File: src/rtl/ecc_drbg_pkg.sv
// ---------------------------------------------------------------------------
// ecc_drbg_pkg
// Shared types and constants for the LFSR-based ECC DRBG responder.
//   state_t      : responder FSM states
//   LFSR_WIDTH   : width of the Fibonacci LFSR (x^148 + x^121 + 1)
//   LFSR_TAPS    : tap mask, bit n-1 set for every polynomial term x^n
//   WORD_W       : LFSR bits harvested per GEN cycle
//   fold148()    : XOR of all 148-bit slices of a zero-padded input word
// ---------------------------------------------------------------------------
package ecc_drbg_pkg;

    typedef enum logic [1:0] {
        ST_IDLE  = 2'd0,
        ST_GEN   = 2'd1,
        ST_CHECK = 2'd2,
        ST_DONE  = 2'd3
    } state_t;

    localparam int LFSR_WIDTH = 148;
    localparam int WORD_W     = 32;

    // Taps for x^148 and x^121 -> state bits 147 and 120.
    localparam logic [LFSR_WIDTH-1:0] LFSR_TAPS =
        (148'd1 << 147) | (148'd1 << 120);

    localparam logic [LFSR_WIDTH-1:0] LFSR_DEFAULT_SEED =
        148'h6_04E7_A407_54F1_4487_A021_11AC_D0DF_8C55_57A0;

    // Widest input fold148 accepts; callers zero-extend to this width, so
    // the unused upper slices contribute nothing to the XOR.
    localparam int FOLD_SLICES = 8;
    localparam int FOLD_MAX_W  = FOLD_SLICES * LFSR_WIDTH;

    function automatic logic [LFSR_WIDTH-1:0] fold148(input logic [FOLD_MAX_W-1:0] x);
        logic [LFSR_WIDTH-1:0] acc;
        acc = '0;
        for (int s = 0; s < FOLD_SLICES; s++) begin
            acc = acc ^ x[s*LFSR_WIDTH +: LFSR_WIDTH];
        end
        return acc;
    endfunction

endpackage

File: src/rtl/ecc_lfsr148_step32.sv
// ---------------------------------------------------------------------------
// ecc_lfsr148_step32
// Combinational advance of the 148-bit Fibonacci LFSR by WORD_W steps.
// Each step shifts left and inserts the tap parity at bit 0, so after the
// advance the low WORD_W bits hold the new output bits, oldest in the MSB.
//   i_state : current LFSR state
//   o_state : state after WORD_W steps
// ---------------------------------------------------------------------------
module ecc_lfsr148_step32
    import ecc_drbg_pkg::*;
(
    input  logic [LFSR_WIDTH-1:0] i_state,
    output logic [LFSR_WIDTH-1:0] o_state
);

    logic [LFSR_WIDTH-1:0] w_s;

    always_comb begin
        w_s = i_state;
        for (int k = 0; k < WORD_W; k++) begin
            w_s = {w_s[LFSR_WIDTH-2:0], ^(w_s & LFSR_TAPS)};
        end
        o_state = w_s;
    end

endmodule

File: src/rtl/ecc_drbg_lfsr_responder.sv
// ---------------------------------------------------------------------------
// ecc_drbg_lfsr_responder
// Fast stand-in for hmac_drbg: same command handshake, but results come from
// a 148-bit LFSR with rejection sampling into [1, HMAC_DRBG_PRIME-1].
//   clk, reset_n : clock, async active-low reset
//   zeroize      : synchronous clear to reset state, highest priority
//   init_cmd     : reseed from lfsr_seed/entropy/nonce and generate
//   next_cmd     : generate from current LFSR state (after an init)
//   lfsr_seed, entropy, nonce : seed material, sampled on init accept
//   ready        : idle, commands accepted this cycle
//   valid        : drbg holds the result of the last command
//   drbg         : result (0 on fail)
//   fail         : last command exhausted MAX_RETRY candidates
//   reject_cnt   : saturating rejection count of the last command
//
// state    | meaning
// ---------+--------------------------------------------------------------
// ST_IDLE  | ready=1, waiting for init_cmd / next_cmd
// ST_GEN   | harvest one 32-bit word per cycle into the candidate register
// ST_CHECK | range test; accept, retry, or give up
// ST_DONE  | raise valid, return to idle
// ---------------------------------------------------------------------------
module ecc_drbg_lfsr_responder
    import ecc_drbg_pkg::*;
#(
    parameter int                    REG_SIZE        = 384,
    parameter logic [REG_SIZE-1:0]   HMAC_DRBG_PRIME =
        384'hFFFFFFFFFFFFFFFFFFFFFFFFFFFFFFFFFFFFFFFFFFFFFFFFC7634D81F4372DDF581A0DB248B0A77AECEC196ACCC52973,
    parameter logic [LFSR_WIDTH-1:0] LFSR_INIT_SEED  = LFSR_DEFAULT_SEED,
    parameter int                    MAX_RETRY       = 16
) (
    input  logic                  clk,
    input  logic                  reset_n,
    input  logic                  zeroize,
    input  logic                  init_cmd,
    input  logic                  next_cmd,
    input  logic [LFSR_WIDTH-1:0] lfsr_seed,
    input  logic [REG_SIZE-1:0]   entropy,
    input  logic [REG_SIZE-1:0]   nonce,
    output logic                  ready,
    output logic                  valid,
    output logic [REG_SIZE-1:0]   drbg,
    output logic                  fail,
    output logic [7:0]            reject_cnt
);

    localparam int         WORDS      = REG_SIZE / WORD_W;
    localparam logic [7:0] WORD_LAST  = 8'(WORDS - 1);
    localparam logic [7:0] RETRY_LAST = 8'(MAX_RETRY - 1);

    state_t                r_state;
    state_t                w_state_nxt;

    logic [LFSR_WIDTH-1:0] r_lfsr;
    logic [REG_SIZE-1:0]   r_cand;
    logic [REG_SIZE-1:0]   r_drbg;
    logic [7:0]            r_word_cnt;
    logic [7:0]            r_retry;
    logic [7:0]            r_reject_cnt;
    logic                  r_valid;
    logic                  r_fail;
    logic                  r_instantiated;

    logic                  w_accept_init;
    logic                  w_accept_next;
    logic                  w_accept;
    logic                  w_last_word;
    logic                  w_in_range;
    logic                  w_can_retry;
    logic [LFSR_WIDTH-1:0] w_lfsr_next;
    logic [LFSR_WIDTH-1:0] w_seed_mix;
    logic [FOLD_MAX_W-1:0] w_entropy_pad;
    logic [FOLD_MAX_W-1:0] w_nonce_pad;
    logic [7:0]            w_reject_inc;

    ecc_lfsr148_step32 u_step (
        .i_state (r_lfsr),
        .o_state (w_lfsr_next)
    );

    assign w_entropy_pad = {{(FOLD_MAX_W-REG_SIZE){1'b0}}, entropy};
    assign w_nonce_pad   = {{(FOLD_MAX_W-REG_SIZE){1'b0}}, nonce};
    assign w_seed_mix    = lfsr_seed ^ fold148(w_entropy_pad) ^ fold148(w_nonce_pad);

    // init wins over next; next is only honoured once instantiated.
    assign w_accept_init = (r_state == ST_IDLE) && init_cmd;
    assign w_accept_next = (r_state == ST_IDLE) && !init_cmd && next_cmd && r_instantiated;
    assign w_accept      = w_accept_init || w_accept_next;

    assign w_last_word   = (r_word_cnt == WORD_LAST);
    assign w_in_range    = (r_cand != '0) && (r_cand < HMAC_DRBG_PRIME);
    assign w_can_retry   = (r_retry < RETRY_LAST);
    assign w_reject_inc  = (r_reject_cnt == 8'hFF) ? 8'hFF : (r_reject_cnt + 8'd1);

    always_ff @(posedge clk or negedge reset_n) begin
        if (!reset_n) begin
            r_state <= ST_IDLE;
        end else begin
            r_state <= w_state_nxt;
        end
    end

    always_comb begin
        w_state_nxt = r_state;
        case (r_state)
            ST_IDLE:  if (w_accept) w_state_nxt = ST_GEN;
            ST_GEN:   if (w_last_word) w_state_nxt = ST_CHECK;
            ST_CHECK: begin
                if (w_in_range || !w_can_retry) begin
                    w_state_nxt = ST_DONE;
                end else begin
                    w_state_nxt = ST_GEN;
                end
            end
            ST_DONE:  w_state_nxt = ST_IDLE;
            default:  w_state_nxt = ST_IDLE;
        endcase
        if (zeroize) begin
            w_state_nxt = ST_IDLE;
        end
    end

    always_ff @(posedge clk or negedge reset_n) begin
        if (!reset_n) begin
            r_lfsr         <= LFSR_INIT_SEED;
            r_cand         <= '0;
            r_drbg         <= '0;
            r_word_cnt     <= '0;
            r_retry        <= '0;
            r_reject_cnt   <= '0;
            r_valid        <= 1'b0;
            r_fail         <= 1'b0;
            r_instantiated <= 1'b0;
        end else if (zeroize) begin
            r_lfsr         <= LFSR_INIT_SEED;
            r_cand         <= '0;
            r_drbg         <= '0;
            r_word_cnt     <= '0;
            r_retry        <= '0;
            r_reject_cnt   <= '0;
            r_valid        <= 1'b0;
            r_fail         <= 1'b0;
            r_instantiated <= 1'b0;
        end else begin
            case (r_state)
                ST_IDLE: begin
                    if (w_accept) begin
                        r_valid      <= 1'b0;
                        r_fail       <= 1'b0;
                        r_reject_cnt <= '0;
                        r_word_cnt   <= '0;
                        r_retry      <= '0;
                    end
                    if (w_accept_init) begin
                        // An all-zero LFSR would lock up; fall back to the fixed seed.
                        r_lfsr         <= (w_seed_mix == '0) ? LFSR_INIT_SEED : w_seed_mix;
                        r_instantiated <= 1'b1;
                    end
                end
                ST_GEN: begin
                    r_lfsr     <= w_lfsr_next;
                    r_cand     <= (r_cand << WORD_W) | REG_SIZE'(w_lfsr_next[WORD_W-1:0]);
                    r_word_cnt <= r_word_cnt + 8'd1;
                end
                ST_CHECK: begin
                    if (w_in_range) begin
                        r_drbg <= r_cand;
                    end else if (w_can_retry) begin
                        r_retry      <= r_retry + 8'd1;
                        r_reject_cnt <= w_reject_inc;
                        r_word_cnt   <= '0;
                    end else begin
                        r_drbg       <= '0;
                        r_fail       <= 1'b1;
                        r_reject_cnt <= w_reject_inc;
                    end
                end
                ST_DONE: begin
                    r_valid <= 1'b1;
                end
                default: ;
            endcase
        end
    end

    assign ready      = (r_state == ST_IDLE);
    assign valid      = r_valid;
    assign drbg       = r_drbg;
    assign fail       = r_fail;
    assign reject_cnt = r_reject_cnt;

endmodule

File: config.mk
export PLATFORM = sky130hd
export DESIGN_NAME = ecc_drbg_lfsr_responder
export DESIGN_NICKNAME = d
export VERILOG_FILES = /design/src/rtl/ecc_drbg_pkg.sv /design/src/rtl/ecc_lfsr148_step32.sv /design/src/rtl/ecc_drbg_lfsr_responder.sv
export SDC_FILE = /design/constraint.sdc
export NUM_CORES = 2
export LEC_CHECK = 0
export ABC_CLOCK_PERIOD_IN_PS = 4700
export BUFFER_PORTS_ARGS = -buffer_cell sky130_fd_sc_hd__buf_2
export CORE_AREA = 2 2 518 520
export CTS_CLUSTER_SIZE = 8
export DETAILED_ROUTE_END_ITERATION = 10
export DIE_AREA = 0 0 520 522
export GPL_TIMING_DRIVEN = 0
export SLEW_MARGIN = 20
export SYNTH_ARGS = -nofsm -noshare
export SYNTH_HDL_FRONTEND = slang
export SYNTH_SLANG_ARGS = --single-unit
File: constraint.sdc
create_clock -name clk -period 4.7 [get_ports clk]
set_input_delay 0.705 -clock clk [delete_from_list [all_inputs] [get_ports clk]]
set_output_delay 0.705 -clock clk [all_outputs]
set_load 0.05 [all_outputs]
After elaboration in Yosys (flattened, before gate mapping)
Cells that the tools add are included.

Flip-flop bits (word level): 945. Latch bits: 0. Memory bits (writable): 0. Bits in read-only memories: 0. Word-level logic and storage cells: 133. Memories kept: 0.

Add/subtract/negate cells: 3. Multipliers: 0. Divide/modulo/power cells: 0. $lt $le $gt $ge: 2. Eq/ne operators: 12. Shift-type cells: 0. Mux-type cells: 38. Bitwise logic cells: 7. Reductions and logical operators: 61.

Operator list (count): 148-bit XOR reduction (32); 384-bit 2-to-1 mux (6); 148-bit bitwise XOR (4); 148-bit 2-to-1 mux (3); 384-bit less-than comparator (second input constant) (1); 384-bit by 32-bit OR with 384-bit output (1); 384-bit nonzero test (1); 148-bit one-hot mux with 2 select lines (1); 148-bit by 88-bit bitwise XOR with 148-bit output (2); 148-bit zero test (1); 8-bit 2-to-1 mux (10); 8-bit one-hot mux with 2 select lines (2); 8-bit by 1-bit adder with 8-bit output (second input constant) (3); 8-bit one-hot mux with 3 select lines (1); 3-bit != test (second input constant) (5); 4-bit AND reduction (3); 2-bit AND reduction (5); 3-bit nonzero test (3); 8-bit by 4-bit == test with 1-bit output (second input constant) (1); 8-bit == test (second input constant) (1); 8-bit by 4-bit less-than comparator with 1-bit output (second input constant) (1); 1-bit 2-to-1 mux (8); 2-bit 2-to-1 mux (4); 2-bit one-hot mux with 4 select lines (1); other kinds (11) (23).

Depth between registers and ports, before layout
Word-level depth: 9. Mapped depth: 11. Depth with buffers taken out: 9.

Modules after synthesis
Synthesis repeated with hierarchy kept, for this count alone.

Cells, all modules: 4305. Area, all modules: 46976.3 um^2.

By module, submodules not included: ecc_drbg_lfsr_responder (times used 1, cells each 4157, area each 45825.2 um^2, seq. area each 23726.5 um^2); ecc_lfsr148_step32 (times used 1, cells each 148, area each 1151.1 um^2, seq. area each 0.0 um^2).

Worst setup path after synthesis
Ideal clock, no wire load.

Path type: reg-to-reg. From: reg r_cand[24]. To: reg r_drbg[100], in the netlist drbg[100]. Data arrival time: 3241 ps. Required time: 4579 ps. Path slack: 1338 ps. Stages on the path, launching flop included: 11. Path buffers: 3. Cells stage by stage: dfrtp_1 > or4_4 > or4_1 > or4_1 > or4_1 > nand2_2 > nor3_1 > buf_2 > clkbuf_1 > buf_2 > a22o_1.

Word-level cells in the longest chain between the ends: 5. Elaborated cells between the ends (all ways): 8.

RTL lines: start: declaration (RTL line ecc_drbg_lfsr_responder.sv:55) `logic [REG_SIZE-1:0] r_cand;`; start signal: assignment (RTL line ecc_drbg_lfsr_responder.sv:162) `r_cand <= (r_cand << WORD_W) | REG_SIZE'(w_lfsr_next[WORD_W-1:0]);`; 384-bit less-than comparator / 384-bit nonzero test (equally long branches) (RTL line ecc_drbg_lfsr_responder.sv:91) `assign w_in_range = (r_cand != '0) && (r_cand < HMAC_DRBG_PRIME);`; 1-bit logical AND (*) (RTL line ecc_drbg_lfsr_responder.sv:91); 384-bit 2-to-1 mux (RTL line ecc_drbg_lfsr_responder.sv:166) `if (w_in_range) begin`; 384-bit 2-to-1 mux (RTL line ecc_drbg_lfsr_responder.sv:145) `case (r_state)`; 384-bit 2-to-1 mux (RTL line ecc_drbg_lfsr_responder.sv:134) `end else if (zeroize) begin`; end signal: assignment (RTL line ecc_drbg_lfsr_responder.sv:167) `r_drbg <= r_cand;`; end: declaration (RTL line ecc_drbg_lfsr_responder.sv:56) `logic [REG_SIZE-1:0] r_drbg;`.

Mark *: on every way between the ends. The rest lies on a longest branch, timed or not. The select of a mux whose other input is x is not followed. A chain may end at the register's enable or synchronous reset.

Final worst setup path
From: in entropy[383]. To: reg r_lfsr[12].

Word-level cells in the longest chain between the ends: 8.

RTL lines: start: declaration (RTL line ecc_drbg_lfsr_responder.sv:38) `input logic [REG_SIZE-1:0] entropy,`; 148-bit by 88-bit bitwise XOR with 148-bit output (RTL line ecc_drbg_pkg.sv:38) `acc = acc ^ x[s*LFSR_WIDTH +: LFSR_WIDTH];`; 148-bit bitwise XOR (2 in series) (RTL line ecc_drbg_lfsr_responder.sv:83) `assign w_seed_mix = lfsr_seed ^ fold148(w_entropy_pad) ^ fold148(w_nonce_pad);`; 148-bit zero test (RTL line ecc_drbg_lfsr_responder.sv:156) `r_lfsr <= (w_seed_mix == '0) ? LFSR_INIT_SEED : w_seed_mix;`; 148-bit 2-to-1 mux (RTL line ecc_drbg_lfsr_responder.sv:156); 148-bit 2-to-1 mux (RTL line ecc_drbg_lfsr_responder.sv:154) `if (w_accept_init) begin`; 148-bit one-hot mux with 2 select lines (RTL line ecc_drbg_lfsr_responder.sv:145); 148-bit 2-to-1 mux (RTL line ecc_drbg_lfsr_responder.sv:134); end signal: assignment (RTL line ecc_drbg_lfsr_responder.sv:156); end signal: assignment (RTL line ecc_drbg_lfsr_responder.sv:161) `r_lfsr <= w_lfsr_next;`; end: declaration (RTL line ecc_drbg_lfsr_responder.sv:54) `logic [LFSR_WIDTH-1:0] r_lfsr;`.

Every way passes these cells. The select of a mux whose other input is x is not followed.

==> summary.txt <==
Cells and area
  • Final Core Density: 0.2330
  • NumNets Final: 6597
  • Register area: 23730 sq um
  • Fin area: 62100 sq um
  • Area of the multi-input gates: 21430 sq um
  • Fill count: 28800
  • Layout overhead on the synthesized area: 34.43%
  • Fraction of layout cells with a size suffix above 1: 0.2925

Die
  • # IOs: 1316
  • Cell Rows: 190
  • Chip Height: 522 um
  • Core Region: 266500 sq um
  • Die Wd: 520 um
  • Die ar.: 271400 sq um
  • Initial Util: 0.1733

Synth
  • Avg Cell Area, Syn: 11.02 sq um
  • Cell count after synthesis: 4193
  • Synthesis Warnings: 0
  • Synth top area share: 0.4778
  • Sequential fraction of the synthesis area: 0.5136
  • Post-Syn Area: 46190 sq um
  • Count leader, synth: dfrtp_1
  • Ys flop type: dfrtp_1
  • Top cells by area, synth: dfrtp_1 (48%), xnor2_1 (12%), mux2i_1 (7.7%), a22o_1 (7.6%), nor2_1 (3.9%)
  • Top cells by count, synth: dfrtp_1 (882), xnor2_1 (632), nor2_1 (478), a22o_1 (402), mux2i_1 (356)
  • Netlist cell types: 57
  • Yosys top cell by area: dfrtp_1
  • Ys async rst share: 1.000
  • Post-synth net total: 5122
  • Post-synth EDFFs: 0
  • Synth Register Bits: 945

CTS
  • Clk sink count: 945
  • Number of buffers created by CTS: 140
  • H-Tree Depth: 4
  • Worst skew pair latency: 820 ps
  • Maximum root-to-sink buffer count: 3
  • CTS root buf: clkbuf_16
  • TritonCTS clock tree: built
  • Worst-path clk slew: 50 ps

Setup path
  • Worst r2r dst: drbg[332]
  • Top cell by count, worst path: xnor2_1
  • CP Max Fanout: 10
  • Data required, critical path: 5380 ps
  • Kind of critical path: in2reg
  • Crit start category: primary input
  • Critical R2R Launch: r_cand[157]
  • R2R setup slack: 120 ps
  • Worst Path Arrival: 5360 ps
  • Critical path's slowest cell: nor4_1
  • Worst r2r path cells: 11
  • Crit path cell chain: buf_2 -> xnor2_1 -> xnor2_1 -> xnor2_1 -> nand4_1 -> nor4_1 -> nand4_1 -> or3_1 -> and3_1 -> clkbuf_1 -> clkbuf_1 -> a21oi_1
  • CP Capture Type: flip-flop
  • Max incr delay on CP: 1010 ps

Hold path
  • Worst Hold Endpoint: r_lfsr[94]
  • Min-delay src: entropy[242]
  • Worst Hold Class: in2reg
  • Hold path cells: 3

GRT
  • Vias in the first global route: 41580
  • Total GRT Usage: 0.2083
  • First-pass GRT wire length: 382.7 mm
  • Initial antenna violation count: 108
  • Largest net degree at the start of global routing: 148
  • GRT overflow: 0

Placement
  • Gp weighted congestion: 1.011
  • Port bufs: 1315
  • HPWL after DPL: 248.2 mm
  • Dpl cell area: 57570 sq um

STA
  • Unrepaired setup endpoints after global routing: no
  • Clock skew: 82.07 ps
  • Worst slew pin tran: 1242 ps
  • Hold_ws: 256.2 ps
  • # setup viols final: 0
  • Maximum clock rate: 214.0 MHz
  • Final hold violation count: 0
  • Final min period: 4674 ps
  • Normalized max-slew margin: 0.1661
  • Fin crit share: 0.9944
  • Max-slew violations: 0

Run status
  • Violated checks: DRC
  • Status: finished, violations left

Detailed routing
  • DRT iter0 DRCs: 4461
  • DR pass1 iterations: 11
  • Post-Route WL: 292.5 mm
  • Avg Vias per Cell: 4.533
  • Routed vias: 42350
  • DRC errors left: 168
  • ANT nets after route: 0
  • DR WL/cell: 31.31 um

Pwr
  • Pleak: 0.02819 uW
  • Peak VDD IR: 0.3170 mV
  • Power Dens Cells: 464.2 nW/um^2

Job
  • Max-cap viol count: 0
==> cell families after synthesis <==
family	share of synthesized area
simple gates	0.1027
flops	0.5136
compound gates	0.1274
xor+xnor	0.1517
mux	0.07714
buf+inv	0.02530
fa+ha+maj	0.002167
==> power by group <==
group / leakage [uW] / switching, uW / internal [uW] / total [uW]
combinational: 0.0133 / 6040 / 2850 / 8880
sequential: 0.0129 / 1060 / 9090 / 10100
clock: 0.00202 / 4020 / 5780 / 9800
==> layout make-up <==
cell class,instances,share of cell area
clock buffer,162,0.05855
clock inverter,22,0.009127
multi-input combinational,2991,0.3450
buffer,243,0.01813
sequential,945,0.3821
antenna,81,0.003264
inverter,14,0.0008462
timing repair buffer,1333,0.1114
tap,3552,0.07157
==> critical path, delay by kind of cell <==
family          cells  cell delay (ps)
compound gates      1              290
xor+xnor            3             1100
simple gates        5             2460
buf+inv             3              780
==> placed cells by master, fill, tap and decap left out, types with 12 or more instances in the layout <==
| cell type | count |
|---|---|
| a211oi_1 | 22 |
| a21oi_1 | 173 |
| a22o_1 | 402 |
| a31oi_1 | 12 |
| buf_1 | 42 |
| buf_2 | 1348 |
| buf_4 | 41 |
| clkbuf_1 | 140 |
| clkbuf_16 | 140 |
| dfrtp_1 | 881 |
| dfstp_2 | 63 |
| diode_2 | 81 |
| inv_1 | 14 |
| mux2i_1 | 356 |
| nand2_1 | 128 |
| nand3_1 | 28 |
| nand4_1 | 123 |
| nor2_1 | 478 |
| nor3_1 | 21 |
| nor4_1 | 105 |
| o21ai_0 | 153 |
| or3_1 | 55 |
| or4_1 | 14 |
| xnor2_1 | 627 |
| xor2_1 | 168 |
==> worst max-delay path by stage <==
| stage | start | end | slack, ps | cells after the start |
|---|---|---|---|---|
| final | entropy[383] | r_lfsr[12] | 30 | 12 |
| after global routing | r_cand[65] | drbg[332] | 4 | 11 |
| after CTS | r_cand[376] | drbg[332] | 40 | 11 |
| after detailed placement | r_cand[331] | drbg[332] | -1200 | 11 |
| after global placement | reset_n | r_lfsr[23] | -17310 | 1 |
| after floorplan | r_cand[24] | drbg[100] | 1340 | 10 |
==> stage by stage <==
step | setup TNS (ps) | std cells | total power, uW | setup WS [ps]
after floorplan | 0 | 4193 | 14560 | 1338
after global placement | - | 9060 | 19040 | -17310
after detailed placement | -450300 | 9074 | 19200 | -1199
after CTS | 0 | 9262 | 29100 | 43.07
after global routing | 0 | 9318 | 29950 | 4.432
final | 0 | 9343 | 28820 | 26.33
==> sequential cells by signal, summed over array words and instances (netlist names) <==
register and flops:
drbg 384, r_cand 384, r_lfsr 148, r_retry 8
r_word_cnt 8, reject_cnt 8, r_state 2, fail 1
r_instantiated 1, valid 1
==> routing by layer <==
metal	vias to the layer above	part of all wire	global-route usage	wire, um
met5	-	0.00066	0	194
met4	32	0.051	0.09211	14800
met3	434	0.070	0.04157	20540
met2	2442	0.50	0.3613	144900
met1	21460	0.38	0.2480	112100
li1	17980	-	-	-
==> timing repair <==
action / CTS / global route
hold buffers: 1 / 0
endpoints found under the setup margin: 401 / 0
resized for setup: 16 / 0
setup buffers: 3 / 0
endpoints found under the hold margin: 88 / 0
Note: power is estimated with default switching activity, not from simulation.
